<file path="config.mk">
export PLATFORM = sky130hd
export DESIGN_NAME = decode_stage_p
export DESIGN_NICKNAME = d
export VERILOG_FILES = /design/src/rtl/core_pkg.sv /design/src/rtl/rv_regfile_p.sv /design/src/rtl/decode_stage_p.sv
export SDC_FILE = /design/constraint.sdc
export NUM_CORES = 2
export LEC_CHECK = 0
export ABC_CLOCK_PERIOD_IN_PS = 5460
export BUFFER_PORTS_ARGS = -buffer_cell sky130_fd_sc_hd__buf_2
export CELL_PAD_IN_SITES_DETAIL_PLACEMENT = 0
export CELL_PAD_IN_SITES_GLOBAL_PLACEMENT = 2
export CORE_MARGIN = 5
export CORE_UTILIZATION = 35
export DETAILED_ROUTE_END_ITERATION = 7
export GPL_ROUTABILITY_DRIVEN = 0
export HOLD_SLACK_MARGIN = 0.15
export PLACE_DENSITY = 0.65
export SLEW_MARGIN = 25
export SYNTH_ARGS = -nofsm -noshare
export SYNTH_HDL_FRONTEND = slang
export SYNTH_SLANG_ARGS = --single-unit
export TNS_END_PERCENT = 20
</file>
<file path="constraint.sdc">
create_clock -name clk -period 5.46 [get_ports clk]
set_clock_uncertainty 0.05 [all_clocks]
set_input_delay 0.273 -clock clk [delete_from_list [all_inputs] [get_ports clk]]
set_output_delay 0.273 -clock clk [all_outputs]
set_load 0.03 [all_outputs]
</file>
<file path="src/rtl/core_pkg.sv">
// Shared RV32I decode definitions: opcodes, control enums, the E-stage control bundle
// and the ALU-operation helper used by the decode stage.
package core_pkg;

    localparam logic [6:0] OP_R      = 7'b0110011;
    localparam logic [6:0] OP_IMM    = 7'b0010011;
    localparam logic [6:0] OP_LOAD   = 7'b0000011;
    localparam logic [6:0] OP_STORE  = 7'b0100011;
    localparam logic [6:0] OP_BRANCH = 7'b1100011;
    localparam logic [6:0] OP_JAL    = 7'b1101111;
    localparam logic [6:0] OP_JALR   = 7'b1100111;
    localparam logic [6:0] OP_LUI    = 7'b0110111;
    localparam logic [6:0] OP_AUIPC  = 7'b0010111;

    typedef enum logic [1:0] {
        RES_ALU = 2'b00,
        RES_MEM = 2'b01,
        RES_PC4 = 2'b10
    } result_src_e;

    typedef enum logic [3:0] {
        ALU_ADD  = 4'd0,
        ALU_SUB  = 4'd1,
        ALU_AND  = 4'd2,
        ALU_OR   = 4'd3,
        ALU_XOR  = 4'd4,
        ALU_SLT  = 4'd5,
        ALU_SLTU = 4'd6,
        ALU_SLL  = 4'd7,
        ALU_SRL  = 4'd8,
        ALU_SRA  = 4'd9
    } alu_ctrl_e;

    typedef enum logic [2:0] {
        IMM_I = 3'd0,
        IMM_S = 3'd1,
        IMM_B = 3'd2,
        IMM_J = 3'd3,
        IMM_U = 3'd4
    } imm_src_e;

    typedef struct packed {
        logic        valid;
        logic        reg_wr;
        logic        mem_wr;
        logic        jump;
        logic        branch;
        logic        jalr;
        logic        alu_src;
        logic        pc_src_a;
        result_src_e result_src;
        alu_ctrl_e   alu_ctrl;
    } ctrl_t;

    localparam ctrl_t CTRL_BUBBLE = '0;

    // funct7[5] selects sub only for register-register ops; for shifts it picks sra.
    function automatic alu_ctrl_e alu_op(input logic [2:0] funct3, input logic funct7b5,
                                         input logic is_reg);
        alu_ctrl_e op;
        case (funct3)
            3'b000:  op = (is_reg && funct7b5) ? ALU_SUB : ALU_ADD;
            3'b001:  op = ALU_SLL;
            3'b010:  op = ALU_SLT;
            3'b011:  op = ALU_SLTU;
            3'b100:  op = ALU_XOR;
            3'b101:  op = funct7b5 ? ALU_SRA : ALU_SRL;
            3'b110:  op = ALU_OR;
            default: op = ALU_AND;
        endcase
        return op;
    endfunction

endpackage

</file>
<file path="src/rtl/rv_regfile_p.sv">
// NREGS x XLEN register file, two combinational read ports, one write port, x0 reads 0.
// WB_BYPASS_EN: posedge write plus same-cycle bypass; otherwise negedge write, no bypass.
module rv_regfile_p #(
    parameter int XLEN  = 32,
    parameter int NREGS = 32
) (
    input  logic                     clk,
    input  logic [$clog2(NREGS)-1:0] ra1,
    input  logic [$clog2(NREGS)-1:0] ra2,
    output logic [XLEN-1:0]          rd1,
    output logic [XLEN-1:0]          rd2,
    input  logic                     we,
    input  logic [$clog2(NREGS)-1:0] wa,
    input  logic [XLEN-1:0]          wd
);
    localparam int RW = $clog2(NREGS);

    logic [XLEN-1:0] regs [NREGS];
    logic [RW-1:0]   raddr [2];
    logic [XLEN-1:0] rdata [2];

`ifdef WB_BYPASS_EN
    always_ff @(posedge clk) begin
        if (we && wa != '0) regs[wa] <= wd;
    end
`else
    always_ff @(negedge clk) begin
        if (we && wa != '0) regs[wa] <= wd;
    end
`endif

    assign raddr[0] = ra1;
    assign raddr[1] = ra2;

    generate
        for (genvar gi = 0; gi < 2; gi++) begin : g_rd
`ifdef WB_BYPASS_EN
            assign rdata[gi] = (raddr[gi] == '0) ? '0 :
                               (we && wa == raddr[gi]) ? wd : regs[raddr[gi]];
`else
            assign rdata[gi] = (raddr[gi] == '0) ? '0 : regs[raddr[gi]];
`endif
        end
    endgenerate

    assign rd1 = rdata[0];
    assign rd2 = rdata[1];

endmodule

</file>
<file path="src/rtl/decode_stage_p.sv">
// RV32I decode stage plus ID/EX register with load-use detection, stall and flush.
// Register file write timing/bypass selected by WB_BYPASS_EN (see rv_regfile_p).
module decode_stage_p
    import core_pkg::*;
#(
    parameter int XLEN       = 32,
    parameter int NREGS      = 32,
    parameter int ALU_CTRL_W = 4
) (
    input  logic                     clk,
    input  logic                     rst,
    input  logic [31:0]              instrD,
    input  logic                     validD,
    input  logic [XLEN-1:0]          PCD,
    input  logic [XLEN-1:0]          PCp4D,
    input  logic                     stallD,
    input  logic                     flushE,
    input  logic                     reg_wrW,
    input  logic [$clog2(NREGS)-1:0] rdW,
    input  logic [XLEN-1:0]          resultW,
    output logic                     hazard_stall,
    output logic [$clog2(NREGS)-1:0] rs1D,
    output logic [$clog2(NREGS)-1:0] rs2D,
    output logic                     validE,
    output logic                     reg_wrE,
    output logic                     mem_wrE,
    output logic                     jumpE,
    output logic                     branchE,
    output logic                     jalrE,
    output logic                     ALU_srcE,
    output logic                     pc_srcAE,
    output logic [1:0]               result_srcE,
    output logic [ALU_CTRL_W-1:0]    ALU_ctrlE,
    output logic [$clog2(NREGS)-1:0] rs1E,
    output logic [$clog2(NREGS)-1:0] rs2E,
    output logic [$clog2(NREGS)-1:0] rdE,
    output logic [XLEN-1:0]          rd1E,
    output logic [XLEN-1:0]          rd2E,
    output logic [XLEN-1:0]          PCE,
    output logic [XLEN-1:0]          imm_extE,
    output logic [XLEN-1:0]          PCp4E
);
    localparam int RW = $clog2(NREGS);

    logic [6:0]      opcode;
    ctrl_t           ctrl_next;
    imm_src_e        imm_src;
    logic            has_imm, uses_rs1, uses_rs2;
    logic [31:0]     imm_raw;
    logic [XLEN-1:0] imm_next, rd1_next, rd2_next;
    logic [RW-1:0]   rd_next;

    ctrl_t           ctrl_reg;
    logic [RW-1:0]   rs1_reg, rs2_reg, rd_reg;
    logic [XLEN-1:0] rd1_reg, rd2_reg, pc_reg, imm_reg, pcp4_reg;

    assign opcode  = instrD[6:0];
    // lui reads x0 so the ALU computes 0 + imm with no extra operand mux.
    assign rs1D    = (opcode == OP_LUI) ? '0 : instrD[15 +: RW];
    assign rs2D    = instrD[20 +: RW];
    assign rd_next = instrD[7 +: RW];

    always_comb begin
        ctrl_next          = CTRL_BUBBLE;
        ctrl_next.valid    = 1'b1;
        ctrl_next.alu_ctrl = ALU_ADD;
        imm_src            = IMM_I;
        has_imm            = 1'b0;
        uses_rs1           = 1'b0;
        uses_rs2           = 1'b0;
        case (opcode)
            OP_R: begin
                ctrl_next.reg_wr   = 1'b1;
                ctrl_next.alu_ctrl = alu_op(instrD[14:12], instrD[30], 1'b1);
                uses_rs1 = 1'b1;
                uses_rs2 = 1'b1;
            end
            OP_IMM: begin
                ctrl_next.reg_wr   = 1'b1;
                ctrl_next.alu_src  = 1'b1;
                ctrl_next.alu_ctrl = alu_op(instrD[14:12], instrD[30], 1'b0);
                has_imm  = 1'b1;
                uses_rs1 = 1'b1;
            end
            OP_LOAD: begin
                ctrl_next.reg_wr     = 1'b1;
                ctrl_next.alu_src    = 1'b1;
                ctrl_next.result_src = RES_MEM;
                has_imm  = 1'b1;
                uses_rs1 = 1'b1;
            end
            OP_STORE: begin
                ctrl_next.mem_wr  = 1'b1;
                ctrl_next.alu_src = 1'b1;
                imm_src  = IMM_S;
                has_imm  = 1'b1;
                uses_rs1 = 1'b1;
                uses_rs2 = 1'b1;
            end
            OP_BRANCH: begin
                ctrl_next.branch   = 1'b1;
                ctrl_next.alu_ctrl = ALU_SUB;
                imm_src  = IMM_B;
                has_imm  = 1'b1;
                uses_rs1 = 1'b1;
                uses_rs2 = 1'b1;
            end
            OP_JAL: begin
                ctrl_next.reg_wr     = 1'b1;
                ctrl_next.jump       = 1'b1;
                ctrl_next.result_src = RES_PC4;
                imm_src = IMM_J;
                has_imm = 1'b1;
            end
            OP_JALR: begin
                ctrl_next.reg_wr     = 1'b1;
                ctrl_next.jump       = 1'b1;
                ctrl_next.jalr       = 1'b1;
                ctrl_next.alu_src    = 1'b1;
                ctrl_next.result_src = RES_PC4;
                has_imm  = 1'b1;
                uses_rs1 = 1'b1;
            end
            OP_LUI: begin
                ctrl_next.reg_wr  = 1'b1;
                ctrl_next.alu_src = 1'b1;
                imm_src = IMM_U;
                has_imm = 1'b1;
            end
            OP_AUIPC: begin
                ctrl_next.reg_wr   = 1'b1;
                ctrl_next.alu_src  = 1'b1;
                ctrl_next.pc_src_a = 1'b1;
                imm_src = IMM_U;
                has_imm = 1'b1;
            end
            default: ;
        endcase
        if (!validD) ctrl_next = CTRL_BUBBLE;
    end

    always_comb begin
        imm_raw = '0;
        case (imm_src)
            IMM_I: imm_raw = {{20{instrD[31]}}, instrD[31:20]};
            IMM_S: imm_raw = {{20{instrD[31]}}, instrD[31:25], instrD[11:7]};
            IMM_B: imm_raw = {{19{instrD[31]}}, instrD[31], instrD[7], instrD[30:25],
                              instrD[11:8], 1'b0};
            IMM_J: imm_raw = {{11{instrD[31]}}, instrD[31], instrD[19:12], instrD[20],
                              instrD[30:21], 1'b0};
            IMM_U: imm_raw = {instrD[31:12], 12'b0};
            default: imm_raw = '0;
        endcase
    end

    assign imm_next = has_imm ? XLEN'($signed(imm_raw)) : '0;

    rv_regfile_p #(
        .XLEN  (XLEN),
        .NREGS (NREGS)
    ) u_regfile (
        .clk (clk),
        .ra1 (rs1D),
        .ra2 (rs2D),
        .rd1 (rd1_next),
        .rd2 (rd2_next),
        .we  (reg_wrW),
        .wa  (rdW),
        .wd  (resultW)
    );

    assign hazard_stall = !rst && ctrl_reg.valid && (ctrl_reg.result_src == RES_MEM) &&
                          (rd_reg != '0) && validD &&
                          ((rd_reg == rs1D && uses_rs1) || (rd_reg == rs2D && uses_rs2));

    // Reset, flush and load-use all produce the same all-zero bubble.
    always_ff @(posedge clk) begin
        if (rst || flushE || hazard_stall) begin
            ctrl_reg <= CTRL_BUBBLE;
            rs1_reg  <= '0;
            rs2_reg  <= '0;
            rd_reg   <= '0;
            rd1_reg  <= '0;
            rd2_reg  <= '0;
            pc_reg   <= '0;
            imm_reg  <= '0;
            pcp4_reg <= '0;
        end else if (!stallD) begin
            ctrl_reg <= ctrl_next;
            rs1_reg  <= rs1D;
            rs2_reg  <= rs2D;
            rd_reg   <= rd_next;
            rd1_reg  <= rd1_next;
            rd2_reg  <= rd2_next;
            pc_reg   <= PCD;
            imm_reg  <= imm_next;
            pcp4_reg <= PCp4D;
        end
    end

    assign validE      = ctrl_reg.valid;
    assign reg_wrE     = ctrl_reg.reg_wr;
    assign mem_wrE     = ctrl_reg.mem_wr;
    assign jumpE       = ctrl_reg.jump;
    assign branchE     = ctrl_reg.branch;
    assign jalrE       = ctrl_reg.jalr;
    assign ALU_srcE    = ctrl_reg.alu_src;
    assign pc_srcAE    = ctrl_reg.pc_src_a;
    assign result_srcE = ctrl_reg.result_src;
    assign ALU_ctrlE   = ALU_CTRL_W'(ctrl_reg.alu_ctrl);
    assign rs1E        = rs1_reg;
    assign rs2E        = rs2_reg;
    assign rdE         = rd_reg;
    assign rd1E        = rd1_reg;
    assign rd2E        = rd2_reg;
    assign PCE         = pc_reg;
    assign imm_extE    = imm_reg;
    assign PCp4E       = pcp4_reg;

endmodule
</file>
# ---- After elaboration in Yosys (flattened, before gate mapping)
# Memories as Yosys holds them, arrays and structs flattened.
# Cells that the tools add are included.
# Widths: inputs -> output; s select.
dict set report op_classes {
  muxes 25
  div 0
  shifts 0
  n_reduce_logical 25
  eq_ne 22
  n_lt_le_gt_ge 0
  addsub 0
  multipliers 0
  n_bitwise 0
}
# op n
set op_table {}
lappend op_table {{$pmux 32 s5} 1}
lappend op_table {{$mux 32} 3}
lappend op_table {{$pmux 4 s7} 2}
lappend op_table {{$eq 7x6->1 const B} 3}
lappend op_table {{$eq 7x7->1 const B} 3}
lappend op_table {{$eq 7x5->1 const B} 2}
lappend op_table {{$mux 1} 14}
lappend op_table {{$mux 14} 1}
lappend op_table {{$eq 3x2->1 const B} 4}
lappend op_table {{$eq 3x3->1 const B} 4}
lappend op_table {{$pmux 3 s4} 1}
lappend op_table {{$pmux 4 s3} 1}
lappend op_table {{$reduce_or 6->1} 2}
lappend op_table {{$eq 5x5->1} 2}
lappend op_table {{$logic_not 5->1} 2}
lappend op_table {{$reduce_bool 5->1} 2}
lappend op_table {{$logic_and 1x1->1} 8}
lappend op_table {{$reduce_or 8->1} 1}
lappend op_table {{$eq 7x2->1 const B} 1}
lappend op_table {{$reduce_or 7->1} 1}
lappend op_table {{$eq 3x1->1 const B} 2}
lappend op_table {{$logic_not 3->1} 2}
lappend op_table {{$mux 5} 1}
lappend op_table {{$pmux 2 s2} 1}
lappend op_table {{5 further kinds} 8}
dict set report totals {
  register_bits 189
  latch_bits 0
  out_inout_bits 200
  memories 1
  ram_bits 1024
  input_bits 139
  rom_bits 0
}
# memory depth word_bits read_ports rd_clocked_by_memory_dff wr line_no
set memory_table {}
lappend memory_table {u_regfile.regs 32 32 2 0 1 rv_regfile_p.sv:18} ;# logic [XLEN-1:0] regs [NREGS];

# ---- Longest topological paths before layout
dict set report depth {
  depth_word 7
  ltp_mapped 11
}

# ---- Modules after synthesis
# From an unflattened synthesis, not the netlist that was laid out.
dict set report hier_totals {
  cells_unflattened 3100
  hier_area_um2 55303.0
}
# module cells_per_inst seq_area_each_um2 area_each_um2 instances
set modules_own_cells {}
lappend modules_own_cells {rv_regfile_p 2288 30749.5 46991.3 1}
lappend modules_own_cells {decode_stage_p 812 3763.6 8311.7 1}

==> run_results.csv <==
group,metric,value,unit
logic_synthesis,ys_ff_latch,1212,
status,status,"completed",
floorplanning,die_w,412,microns
logic_synthesis,synth_edf_count,1024,
clock_tree,cts_setup_buffers,0,
min_path,whs_endpoint,"PCE[15]$_SDFFE_PP0N_",
clock_tree,clock-root-buffer,"clkbuf_16",
power,swShare,28.7,%
timing,setup_ws,0.415,ns
setup_path,critPathKind,"reg2reg",
global_route,grt_pass1_wl,300,mm
floorplanning,die_h,412,microns
clock_tree,clk_latency,0.79,ns
logic_synthesis,synth.distinct_cells,54,
setup_path,required,6.09,ns
setup_path,crit_chain,"mux4_2 > mux2i_1 > o21ai_0 > o211ai_1 > a211oi_1 > dlygate4sd3_1",
power,seqPwrFrac,40.2,%
logic_synthesis,synth_compound_area_share,8.43,%
clock_tree,cts_tree,"yes",
min_path,hold_depth,4,
global_route,grt_pass1_vias,43300,
min_path,hold_class,"in2reg",
logic_synthesis,synth_cells,3872,
setup_path,reg2reg_depth,6,
logic_synthesis,synthSimpleGateAreaFrac,7.66,%
setup_path,crit_family,"multiplexers",
detailed_routing,wire_per_inst,28.2,microns
floorplanning,row_count,147,
power,p_per_area,357,nW/um^2
clock_tree,numClockSinks,1212,
floorplanning,core-area,161000,sq um
timing,holdWs,0.263,ns
setup_path,startpoint_type,"register",
layout,drive_gt1_share,23.0,%
clock_tree,clock_path_buffers,3,
detailed_routing,via_count,42700,
detailed_routing,drtAntennaViolNets,0,
logic_synthesis,netlist_area,56700,sq um
setup_path,critPathMaxStageDelay,0.57,ns
logic_synthesis,avgSynthCellArea,14.6,sq um
detailed_routing,drt_first_pass_iters,7,
global_route,antenna_found_initial,19,
placement,pre_cts_ws,0.515,ns
power,power_frac_comb,8.0,%
layout,final_cell_mix,"inv_1, edfxtp_1, mux4_2",
setup_path,cp-startpoint,"u_regfile.regs[19][30]$_DFFE_NP_",
min_path,worstHoldStart,"PCD[15]",
logic_synthesis,ys_async_sr_fraction,0,%
power,internal-power,18400,uW
logic_synthesis,synthMuxAreaShare,20.2,%
timing,maxSlewViolCount,0,
layout,fillers,15000,
power,p_leak,0.0287,uW
floorplanning,start_util,35.2,%
setup_path,critPathMaxFanout,2,
timing,setup_tns,0,ns
detailed_routing,wl_met1,93.2,mm
detailed_routing,via_per_inst,5.63,
setup_path,crit_slowest_cell,"dlygate4sd3_1",
layout,syn2layout_area_growth,27.1,%
timing,rsz0062_at_grt,"no",
logic_synthesis,ys_warn_count,0,
logic_synthesis,synth_area_leaders,"edfxtp_1, mux4_2, dfxtp_1",
detailed_routing,dr_wl_met3,18.8,mm
clock_tree,cts_resized,0,
placement,dp_hpwl,115,mm
layout,nNetsFinal,5443,
global_route,grt_util_all_layers,24.5,%
flow_run,cap_violations,0,
detailed_routing,drtIter0Drc,4278,
placement,portBuffers,338,
clock_tree,clk_pin_slew,0.06,ns
setup_path,timing.rr.end,"rd1E[30]$_SDFFE_PP0N_",
setup_path,cp_data_arrival_time,5.67,ns
clock_tree,holdBufCountCts,118,
layout,seq_area,34500,sq um
floorplanning,ios,339,
setup_path,endpoint_kind,"register",
logic_synthesis,synth_top_family_by_area,"multiplexers",
logic_synthesis,synthAdderAreaFrac,0,%
layout,multi_input_area,21100,sq um
timing,tightest_slew,1.06,ns
clock_tree,cts_buffers,147,
global_route,grt-ovfl-total,0,
power,p_clk_share,51.8,%
global_route,grt_max_degree,102,
detailed_routing,wl_met2,97.4,mm
timing,slew_headroom,29.6,%
detailed_routing,routed_wl,214,mm
setup_path,rr_startpoint,"u_regfile.regs[19][30]$_DFFE_NP_",
clock_tree,htree_num_levels,4,
floorplanning,dieArea,170000,sq um
detailed_routing,drc,0,
power,p_sw,7390,uW
logic_synthesis,yosysSeqAreaShare,60.9,%
logic_synthesis,yosysTopAreaCell,"edfxtp_1",
detailed_routing,top_layer,"met5",
timing,setup_viol,0,
power,vdd_drop_max,285,uV
logic_synthesis,synthXorXnorAreaFrac,0.139,%
logic_synthesis,synth_ff_type,"edfxtp_1",
timing,hold_viol_final,0,
placement,placed_area,61900,sq um
layout,final_common_cell,"inv_1",
layout,final_area,72000,sq um
setup_path,cp_num_buf_inv,1,
logic_synthesis,netlist.area_leader.share,54.3,%
setup_path,reg2reg_slack,0.41,ns
==> cells in the mapped netlist, types with 3 or more instances <==
| cell | n |
|---|---|
| and3_1 | 3 |
| a21oi_1 | 258 |
| mux4_2 | 388 |
| nor2_1 | 217 |
| or4_1 | 3 |
| mux2i_1 | 271 |
| a22o_1 | 32 |
| edfxtp_1 | 1024 |
| a22oi_1 | 45 |
| nand2b_1 | 4 |
| nand2_1 | 176 |
| dfxtp_1 | 188 |
| buf_4 | 6 |
| inv_1 | 9 |
| xnor2_1 | 4 |
| nand4_1 | 35 |
| a211oi_1 | 68 |
| o221ai_1 | 61 |
| xor2_1 | 5 |
| a2bb2oi_1 | 42 |
| nor4bb_1 | 3 |
| o211ai_1 | 6 |
| nor3_1 | 193 |
| clkbuf_1 | 263 |
| nor3b_1 | 3 |
| buf_2 | 63 |
| nor2b_1 | 105 |
| nand3_1 | 39 |
| o311ai_0 | 62 |
| o21ai_0 | 134 |
| o31a_1 | 4 |
| buf_1 | 28 |
| or2_2 | 99 |
| a32oi_1 | 3 |
| nor4_1 | 4 |
==> through the flow <==
stage | power (uW) | utilization (%) | instances
floorplan | 12800 | - | 3903
global placement | 13600 | 38.5 | 6172
detailed placement | 13600 | 38.5 | 6173
CTS | 26100 | 44.8 | 7581
global route | 27200 | 44.8 | 7584
finish | 25700 | 44.8 | 7585
==> worst min-delay path: stages <==
cell and delay, ns:
dlygate4sd3_1 0.52, buf_2 0.10, mux2i_1 0.05, nor3_1 0.11
==> flip-flops by register name, indices dropped and copies added, names as in the netlist <==
register	count
PCp4E	32
rs1E	5
pc_srcAE	1
ALU_ctrlE	4
u_regfile.regs	1024
jalrE	1
rdE	5
branchE	1
rd1E	32
mem_wrE	1
reg_wrE	1
rd2E	32
PCE	32
result_srcE	1
rs2E	5
jumpE	1
ALU_srcE	1
validE	1
imm_extE	32
==> cell families (layout without fill, tap and decap cells) <==
group	count (synthesis)	count (layout)
DFF	1212	1212
and+or+nand+nor	892	892
AOI/OAI and AO/OA	729	729
muxes	660	660
buffers and inverters	369	1888
xor gates and xnor gates	9	9
other	1	35
==> how the worst max path moves through the flow <==
| stage | endpoint | cells past startpoint | slack, ns |
|---|---|---|---|
| after floorplan | u_regfile.regs[28][0]$_DFFE_NP_ | 3 | 0.17 |
| after global placement | u_regfile.regs[31][27]$_DFFE_NP_ | 4 | 0.48 |
| after detailed placement | u_regfile.regs[31][25]$_DFFE_NP_ | 4 | 0.52 |
| after CTS | rd1E[30]$_SDFFE_PP0N_ | 6 | 0.44 |
| after global routing | rd1E[30]$_SDFFE_PP0N_ | 7 | 0.28 |
| final | rd1E[30]$_SDFFE_PP0N_ | 6 | 0.41 |
==> power groups by stage <==
stage | Sequential, uW | Combinational [uW] | Clock, uW
2_1_floorplan | 10500 | 1120 | 1110
6_report | 10300 | 2060 | 13300
3_5_place_dp | 10500 | 1990 | 1110
5_1_grt | 10300 | 2180 | 14700
4_1_cts | 10300 | 2060 | 13700
3_3_place_gp | 10500 | 1990 | 1110
==> cell type report <==
class	count	share of cell area, %
multi-input combinational	2322	29.3
clock buffer	166	5.47
timing repair buffer	589	6.56
inverter	8	0.0417
clock inverter	1125	6.98
antenna	3	0.0104
tap	2160	3.75
sequential	1212	47.9
==> per-layer routing <==
layer | up-vias | GRT usage [%]
met5 | - | 0
met4 | 18 | 7.77
met3 | 288 | 7.05
met2 | 1967 | 37.7
li1 | 18400 | -
met1 | 22100 | 33.7
No activity file was read; power rests on OpenSTA's default activity.
